<file path="config.mk">
export PLATFORM = sky130hd
export DESIGN_NAME = dmem_arbiter_flat
export DESIGN_NICKNAME = d
export VERILOG_FILES = /design/src/rtl/dmem_arbiter_if.sv /design/src/rtl/dmem_arbiter.sv /design/src/flat_wrapper.sv
export SDC_FILE = /design/constraint.sdc
export NUM_CORES = 1
export LEC_CHECK = 0
export CAP_MARGIN = 20
export CORE_AREA = 2 2 157 159
export CTS_CLUSTER_SIZE = 30
export DETAILED_ROUTE_END_ITERATION = 7
export DIE_AREA = 0 0 159 161
export PLACE_DENSITY = 0.64
export SYNTH_ARGS = -nofsm -noshare
export SYNTH_HDL_FRONTEND = slang
export SYNTH_SLANG_ARGS = --single-unit
</file>
<file path="constraint.sdc">
create_clock -name cpu_clk_50M -period 4.65 [get_ports cpu_clk_50M]
set_clock_uncertainty 0.1 [all_clocks]
set_input_delay 0.6975 -clock cpu_clk_50M [delete_from_list [all_inputs] [get_ports cpu_clk_50M]]
set_output_delay 0.6975 -clock cpu_clk_50M [all_outputs]
set_load 0.005 [all_outputs]
</file>
<file path="src/rtl/dmem_arbiter_if.sv">
// Bundle of the CPU mem-stage port, the external master port and the data RAM bus.
// The arbiter takes the master modport; the environment (pipeline, loader, RAM) takes slave.
interface dmem_arbiter_if;
    logic        cpu_dce;
    logic [31:0] cpu_daddr;
    logic [31:0] cpu_din;
    logic [3:0]  cpu_we;
    logic [3:0]  cpu_dre;
    logic        cpu_stall;
    logic [31:0] cpu_dout;
    logic        cpu_ack;

    logic        ext_req;
    logic [31:0] ext_addr;
    logic [31:0] ext_wdata;
    logic [3:0]  ext_we;
    logic        ext_gnt;
    logic [31:0] ext_rdata;
    logic        ext_ack;

    logic        mem_ce;
    logic [31:0] mem_addr;
    logic [31:0] mem_wdata;
    logic [3:0]  mem_we;
    logic [31:0] mem_rdata;

    modport master (
        input  cpu_dce, cpu_daddr, cpu_din, cpu_we, cpu_dre,
        output cpu_stall, cpu_dout, cpu_ack,
        input  ext_req, ext_addr, ext_wdata, ext_we,
        output ext_gnt, ext_rdata, ext_ack,
        output mem_ce, mem_addr, mem_wdata, mem_we,
        input  mem_rdata
    );

    modport slave (
        output cpu_dce, cpu_daddr, cpu_din, cpu_we, cpu_dre,
        input  cpu_stall, cpu_dout, cpu_ack,
        output ext_req, ext_addr, ext_wdata, ext_we,
        input  ext_gnt, ext_rdata, ext_ack,
        input  mem_ce, mem_addr, mem_wdata, mem_we,
        output mem_rdata
    );
endinterface

</file>
<file path="src/rtl/dmem_arbiter.sv">
// Round-robin sharing of the single-port data RAM between the CPU mem stage and an
// external master, using an IDLE/ACCESS/DONE sequencer with a fixed bus hold time.
module dmem_arbiter #(
    parameter int WAIT_CYCLES = 1
) (
    input  logic           cpu_clk_50M,
    input  logic           cpu_rst,
    dmem_arbiter_if.master bus
);
    typedef enum logic [1:0] {IDLE, ACCESS, DONE} state_t;
    typedef enum logic {OWN_CPU, OWN_EXT} owner_t;

    localparam logic [3:0] WAIT_LAST = 4'(WAIT_CYCLES);

    state_t      state_reg, state_next;
    owner_t      owner_reg, owner_next;
    owner_t      last_reg, last_next;
    logic [3:0]  cnt_reg, cnt_next;
    logic [31:0] addr_reg, addr_next;
    logic [31:0] wdata_reg, wdata_next;
    logic [3:0]  we_reg, we_next;
    logic [3:0]  dre_reg, dre_next;
    logic [31:0] cpu_dout_reg, cpu_dout_next;
    logic [31:0] ext_rdata_reg, ext_rdata_next;
    logic [31:0] dre_mask;
    logic        pick_ext;

    for (genvar gi = 0; gi < 4; gi++) begin : g_lane_mask
        assign dre_mask[gi*8 +: 8] = {8{dre_reg[gi]}};
    end

    always_ff @(posedge cpu_clk_50M or posedge cpu_rst) begin
        if (cpu_rst) begin
            state_reg     <= IDLE;
            owner_reg     <= OWN_CPU;
            last_reg      <= OWN_EXT;
            cnt_reg       <= 4'd0;
            addr_reg      <= 32'd0;
            wdata_reg     <= 32'd0;
            we_reg        <= 4'd0;
            dre_reg       <= 4'd0;
            cpu_dout_reg  <= 32'd0;
            ext_rdata_reg <= 32'd0;
        end else begin
            state_reg     <= state_next;
            owner_reg     <= owner_next;
            last_reg      <= last_next;
            cnt_reg       <= cnt_next;
            addr_reg      <= addr_next;
            wdata_reg     <= wdata_next;
            we_reg        <= we_next;
            dre_reg       <= dre_next;
            cpu_dout_reg  <= cpu_dout_next;
            ext_rdata_reg <= ext_rdata_next;
        end
    end

    // On a tie the requester that was not served last wins.
    assign pick_ext = bus.ext_req && (!bus.cpu_dce || last_reg == OWN_CPU);

    always_comb begin
        state_next     = state_reg;
        owner_next     = owner_reg;
        last_next      = last_reg;
        cnt_next       = cnt_reg;
        addr_next      = addr_reg;
        wdata_next     = wdata_reg;
        we_next        = we_reg;
        dre_next       = dre_reg;
        cpu_dout_next  = cpu_dout_reg;
        ext_rdata_next = ext_rdata_reg;
        case (state_reg)
            IDLE: begin
                if (bus.cpu_dce || bus.ext_req) begin
                    cnt_next   = 4'd1;
                    state_next = ACCESS;
                    if (pick_ext) begin
                        owner_next = OWN_EXT;
                        addr_next  = bus.ext_addr;
                        wdata_next = bus.ext_wdata;
                        we_next    = bus.ext_we;
                        dre_next   = 4'b1111;
                    end else begin
                        owner_next = OWN_CPU;
                        addr_next  = bus.cpu_daddr;
                        wdata_next = bus.cpu_din;
                        we_next    = bus.cpu_we;
                        dre_next   = bus.cpu_dre;
                    end
                end
            end
            ACCESS: begin
                cnt_next = cnt_reg + 4'd1;
                if (cnt_reg == WAIT_LAST) begin
                    if (we_reg == 4'd0) begin
                        if (owner_reg == OWN_CPU) cpu_dout_next  = bus.mem_rdata & dre_mask;
                        else                      ext_rdata_next = bus.mem_rdata;
                    end
                    last_next  = owner_reg;
                    state_next = DONE;
                end
            end
            DONE:    state_next = IDLE;
            default: state_next = IDLE;
        endcase
    end

    // The RAM bus is only driven while an access is in flight.
    assign bus.mem_ce    = (state_reg == ACCESS);
    assign bus.mem_addr  = (state_reg == ACCESS) ? addr_reg  : 32'd0;
    assign bus.mem_wdata = (state_reg == ACCESS) ? wdata_reg : 32'd0;
    assign bus.mem_we    = (state_reg == ACCESS) ? we_reg    : 4'd0;

    assign bus.cpu_ack   = (state_reg == DONE) && (owner_reg == OWN_CPU);
    assign bus.ext_ack   = (state_reg == DONE) && (owner_reg == OWN_EXT);
    assign bus.ext_gnt   = (owner_reg == OWN_EXT) && (state_reg != IDLE);
    assign bus.cpu_stall = bus.cpu_dce && !bus.cpu_ack;
    assign bus.cpu_dout  = cpu_dout_reg;
    assign bus.ext_rdata = ext_rdata_reg;
endmodule

</file>
<file path="src/flat_wrapper.sv">
// flat-port wrapper written by rule: the top's interface ports become plain ports
module dmem_arbiter_flat 
#(
    parameter int WAIT_CYCLES = 1
)
  (cpu_clk_50M, cpu_rst, bus_cpu_dce, bus_cpu_daddr, bus_cpu_din, bus_cpu_we, bus_cpu_dre, bus_cpu_stall, bus_cpu_dout, bus_cpu_ack, bus_ext_req, bus_ext_addr, bus_ext_wdata, bus_ext_we, bus_ext_gnt, bus_ext_rdata, bus_ext_ack, bus_mem_ce, bus_mem_addr, bus_mem_wdata, bus_mem_we, bus_mem_rdata);
  dmem_arbiter_if bus_i ();
  input  logic cpu_clk_50M;
  input  logic cpu_rst;
  input wire logic [$bits(bus_i.cpu_dce)-1:0] bus_cpu_dce;
  input wire logic [$bits(bus_i.cpu_daddr)-1:0] bus_cpu_daddr;
  input wire logic [$bits(bus_i.cpu_din)-1:0] bus_cpu_din;
  input wire logic [$bits(bus_i.cpu_we)-1:0] bus_cpu_we;
  input wire logic [$bits(bus_i.cpu_dre)-1:0] bus_cpu_dre;
  output wire logic [$bits(bus_i.cpu_stall)-1:0] bus_cpu_stall;
  output wire logic [$bits(bus_i.cpu_dout)-1:0] bus_cpu_dout;
  output wire logic [$bits(bus_i.cpu_ack)-1:0] bus_cpu_ack;
  input wire logic [$bits(bus_i.ext_req)-1:0] bus_ext_req;
  input wire logic [$bits(bus_i.ext_addr)-1:0] bus_ext_addr;
  input wire logic [$bits(bus_i.ext_wdata)-1:0] bus_ext_wdata;
  input wire logic [$bits(bus_i.ext_we)-1:0] bus_ext_we;
  output wire logic [$bits(bus_i.ext_gnt)-1:0] bus_ext_gnt;
  output wire logic [$bits(bus_i.ext_rdata)-1:0] bus_ext_rdata;
  output wire logic [$bits(bus_i.ext_ack)-1:0] bus_ext_ack;
  output wire logic [$bits(bus_i.mem_ce)-1:0] bus_mem_ce;
  output wire logic [$bits(bus_i.mem_addr)-1:0] bus_mem_addr;
  output wire logic [$bits(bus_i.mem_wdata)-1:0] bus_mem_wdata;
  output wire logic [$bits(bus_i.mem_we)-1:0] bus_mem_we;
  input wire logic [$bits(bus_i.mem_rdata)-1:0] bus_mem_rdata;
  assign bus_i.cpu_dce = bus_cpu_dce;
  assign bus_i.cpu_daddr = bus_cpu_daddr;
  assign bus_i.cpu_din = bus_cpu_din;
  assign bus_i.cpu_we = bus_cpu_we;
  assign bus_i.cpu_dre = bus_cpu_dre;
  assign bus_cpu_stall = bus_i.cpu_stall;
  assign bus_cpu_dout = bus_i.cpu_dout;
  assign bus_cpu_ack = bus_i.cpu_ack;
  assign bus_i.ext_req = bus_ext_req;
  assign bus_i.ext_addr = bus_ext_addr;
  assign bus_i.ext_wdata = bus_ext_wdata;
  assign bus_i.ext_we = bus_ext_we;
  assign bus_ext_gnt = bus_i.ext_gnt;
  assign bus_ext_rdata = bus_i.ext_rdata;
  assign bus_ext_ack = bus_i.ext_ack;
  assign bus_mem_ce = bus_i.mem_ce;
  assign bus_mem_addr = bus_i.mem_addr;
  assign bus_mem_wdata = bus_i.mem_wdata;
  assign bus_mem_we = bus_i.mem_we;
  assign bus_i.mem_rdata = bus_mem_rdata;
  dmem_arbiter #(.WAIT_CYCLES(WAIT_CYCLES)) u_core (.cpu_clk_50M(cpu_clk_50M), .cpu_rst(cpu_rst), .bus(bus_i));
endmodule
</file>
==> metrics.txt <==
asr flop ratio synth 100%; cell count after synthesis 549; WP data required just under 4 ns; Peak supply drop 0.297 mV; vias in the first global route about 5500; clock latency reported for the late side of the worst-skew pair 0.40 ns; endpoints failing setup 0; MaxCap Viol Count 0; Post-Syn Area 7070 um2; antenna cell count 0; routed vias between 5000 and 6000; Unique masters post-synth 34; min Tclk post-route roughly 3.5 ns; Final HPWL DP between 10000 and 15000 um; dpl cells 1160; setup_tns 0 ns; final-stage net count just over 1000; GR Overflow Total 0; WL final a little under 20000 um; total track usage between 10% and 20%; Core ar. between 20000 and 25000 um2; hold crit path type register to register; CTS max path bufs 2; Die Span Y 161 um; remaining antenna violation count 0; Routed WL per cell approximately 16 um; met3 usage around 4.7%; Post-Synth XOR/XNOR Area less than 1%; post-route setup slack roughly 1.1 ns; Slew headroom between 30% and 40%; outcome finished clean; IO Count about 310; Die ar. 25600 um2; Synth Area in Compound Gates just over 1%; RSZ-0062 raised after global routing no; Layout area overhead 57.1%; f_max around 290 MHz; share of cells above drive strength 1 around a quarter; period utilization between 70 and 80%; Area contributors post-synth dfrtp_1, mux2_2, mux2_4; multi-input logic area 3160 um2; Post-CTS Setup Repair Bufs 0; met2 Use GR between 20% and 30%; global-route wire length before repair around 31000 um; # rows 57; DRC 0; Warnings, synthesis 0; share of the synthesized area in the top cell type 50.6%; largest family of logic cells by synthesized area multiplexers; flops & latches, synth about 140; vias per inst 4.32; Seq/Total Area, Yosys between 50 and 60%; Pwr Density about 580 nW/um2; Die Span X 159 um; Synth Area in Simple Gates under 10%; Placed Instance Area between 10000 and 15000 um2; Final Slew Violations 0; gr busiest metal met2; Leakage between 0.004 and 0.005 uW; EDFF count, synth 0; mux cell area share after synthesis around a third; Root Driver clkbuf_16; measured slew at the worst slew-check pin roughly 0.93 ns; Synth area leader dfrtp_1; WHS 0.395 ns; Reg area 3600 um2; CTS resizes 0; Arr. time, crit path around 2.7 ns; H-tree Lvls 4; Post-synth top flop dfrtp_1; critical path class register to primary output; met1 Use GR 19.8%; Mapped Nets around 730; crit path max fanout between 60 and 70; Place WS roughly 1.5 ns; CP endpoint kind primary output; drt pass-1 iters 4; Fillers roughly 2200; cell area after layout roughly 11000 um2; Initial Utilization between 20 and 30%; number of buffers inserted by hold repair at cts 0; most common cell in the synthesized netlist dfrtp_1; startpoint types register; clk sinks between 100 and 150; final non-filler cell total between 1000 and 1500; initial antenna violation count 0; initial DRC count about 180; Post-Synth Adder-Cell Area 0.354%; CTS buffer count 17; clk slew on worst S/H paths ~0.060 ns; pin count of the biggest net entering global routing just over 60; Post-synth top cells dfrtp_1, mux2_2, and2_1; PortBufs 312; average cell area after synthesis between 10 and 15 um2; final hold viol count 0; GP Congestion slightly above 0.7; CTS tree done
-- logic make-up after synthesis --
kind of cell | Yosys count
AND/OR/NAND/NOR | 118
adder cells (fa/ha/maj) | 2
multiplexers | 203
XOR/XNOR | 2
buffers and inverters | 71
flip-flops | 144
AO/OA/AOI/OAI | 9
-- power breakdown --
group	internal (uW)	switching, uW	total (uW)
clock	777	569	1350
sequential	1840	346	2190
combinational	1920	983	2910
-- worst max-delay path, cell delays in order (launching register included) --
cell and delay [ns]:
dfrtp_1 0.42, nand2b_1 0.28, inv_2 0.69, buf_4 0.27, and2_1 0.13, clkdlybuf4s50_1 0.50
-- metal layers --
| layer | vias up | share of wire [%] |
|---|---|---|
| li1 | 2463 | - |
| met1 | 2459 | 44 |
| met2 | 199 | 47 |
| met3 | 24 | 7.0 |
| met4 | 0 | 2.0 |
| met5 | - | 0 |
-- worst paths after layout --
path	start	end	slack [ns]	cells after the start
hold / removal	u_core.addr_reg[23]	u_core.addr_reg[23]	0.40	1
max in group asynchronous	cpu_rst	u_core.bus.ext_rdata[24]	2.92	3
hold reg to reg	u_core.addr_reg[23]	u_core.addr_reg[23]	0.40	1
min in group asynchronous	cpu_rst	u_core.wdata_reg[22]	0.73	2
setup reg to reg	u_core.cnt_reg[1]	u_core.bus.ext_rdata[9]	2.13	5
setup / recovery	u_core.state_reg[1]	bus_mem_addr[30]	1.15	5
-- cells in the final DEF (no fill, tap or decap), types with 2 or more instances in the layout --
| master | netlist | final |
|---|---|---|
| clkinv_4 | 0 | 3 |
| mux2_2 | 140 | 140 |
| nor3_1 | 3 | 2 |
| mux2i_1 | 33 | 33 |
| clkbuf_8 | 0 | 2 |
| inv_6 | 0 | 5 |
| dfrtp_1 | 143 | 143 |
| ha_1 | 2 | 2 |
| o22a_1 | 4 | 4 |
| and2_1 | 67 | 67 |
| inv_1 | 37 | 35 |
| mux2_4 | 30 | 30 |
| clkdlybuf4s50_1 | 0 | 312 |
| nor2_1 | 5 | 5 |
| clkinvlp_4 | 0 | 4 |
| nand2_1 | 33 | 33 |
| buf_12 | 3 | 2 |
| clkbuf_16 | 0 | 17 |
| or4_4 | 2 | 2 |
| buf_4 | 0 | 7 |
-- area by class of cell --
| class | count | share of cell area (%) |
|---|---|---|
| sequential | 144 | 32.5 |
| timing repair buffer | 321 | 29.0 |
| tap | 324 | 3.65 |
| clock buffer | 20 | 4.11 |
| inverter | 37 | 1.28 |
| clock inverter | 12 | 1.10 |
| multi-input combinational | 334 | 28.4 |
-- through the flow --
step / power, uW / utilization (%)
2_1_floorplan: 3540 / -
3_3_place_gp: 5130 / 43.9
3_5_place_dp: 5160 / 43.9
4_1_cts: 6570 / 46.3
5_1_grt: 6890 / 46.3
6_report: 6440 / 46.3
Power figures use the tool's default switching activity.
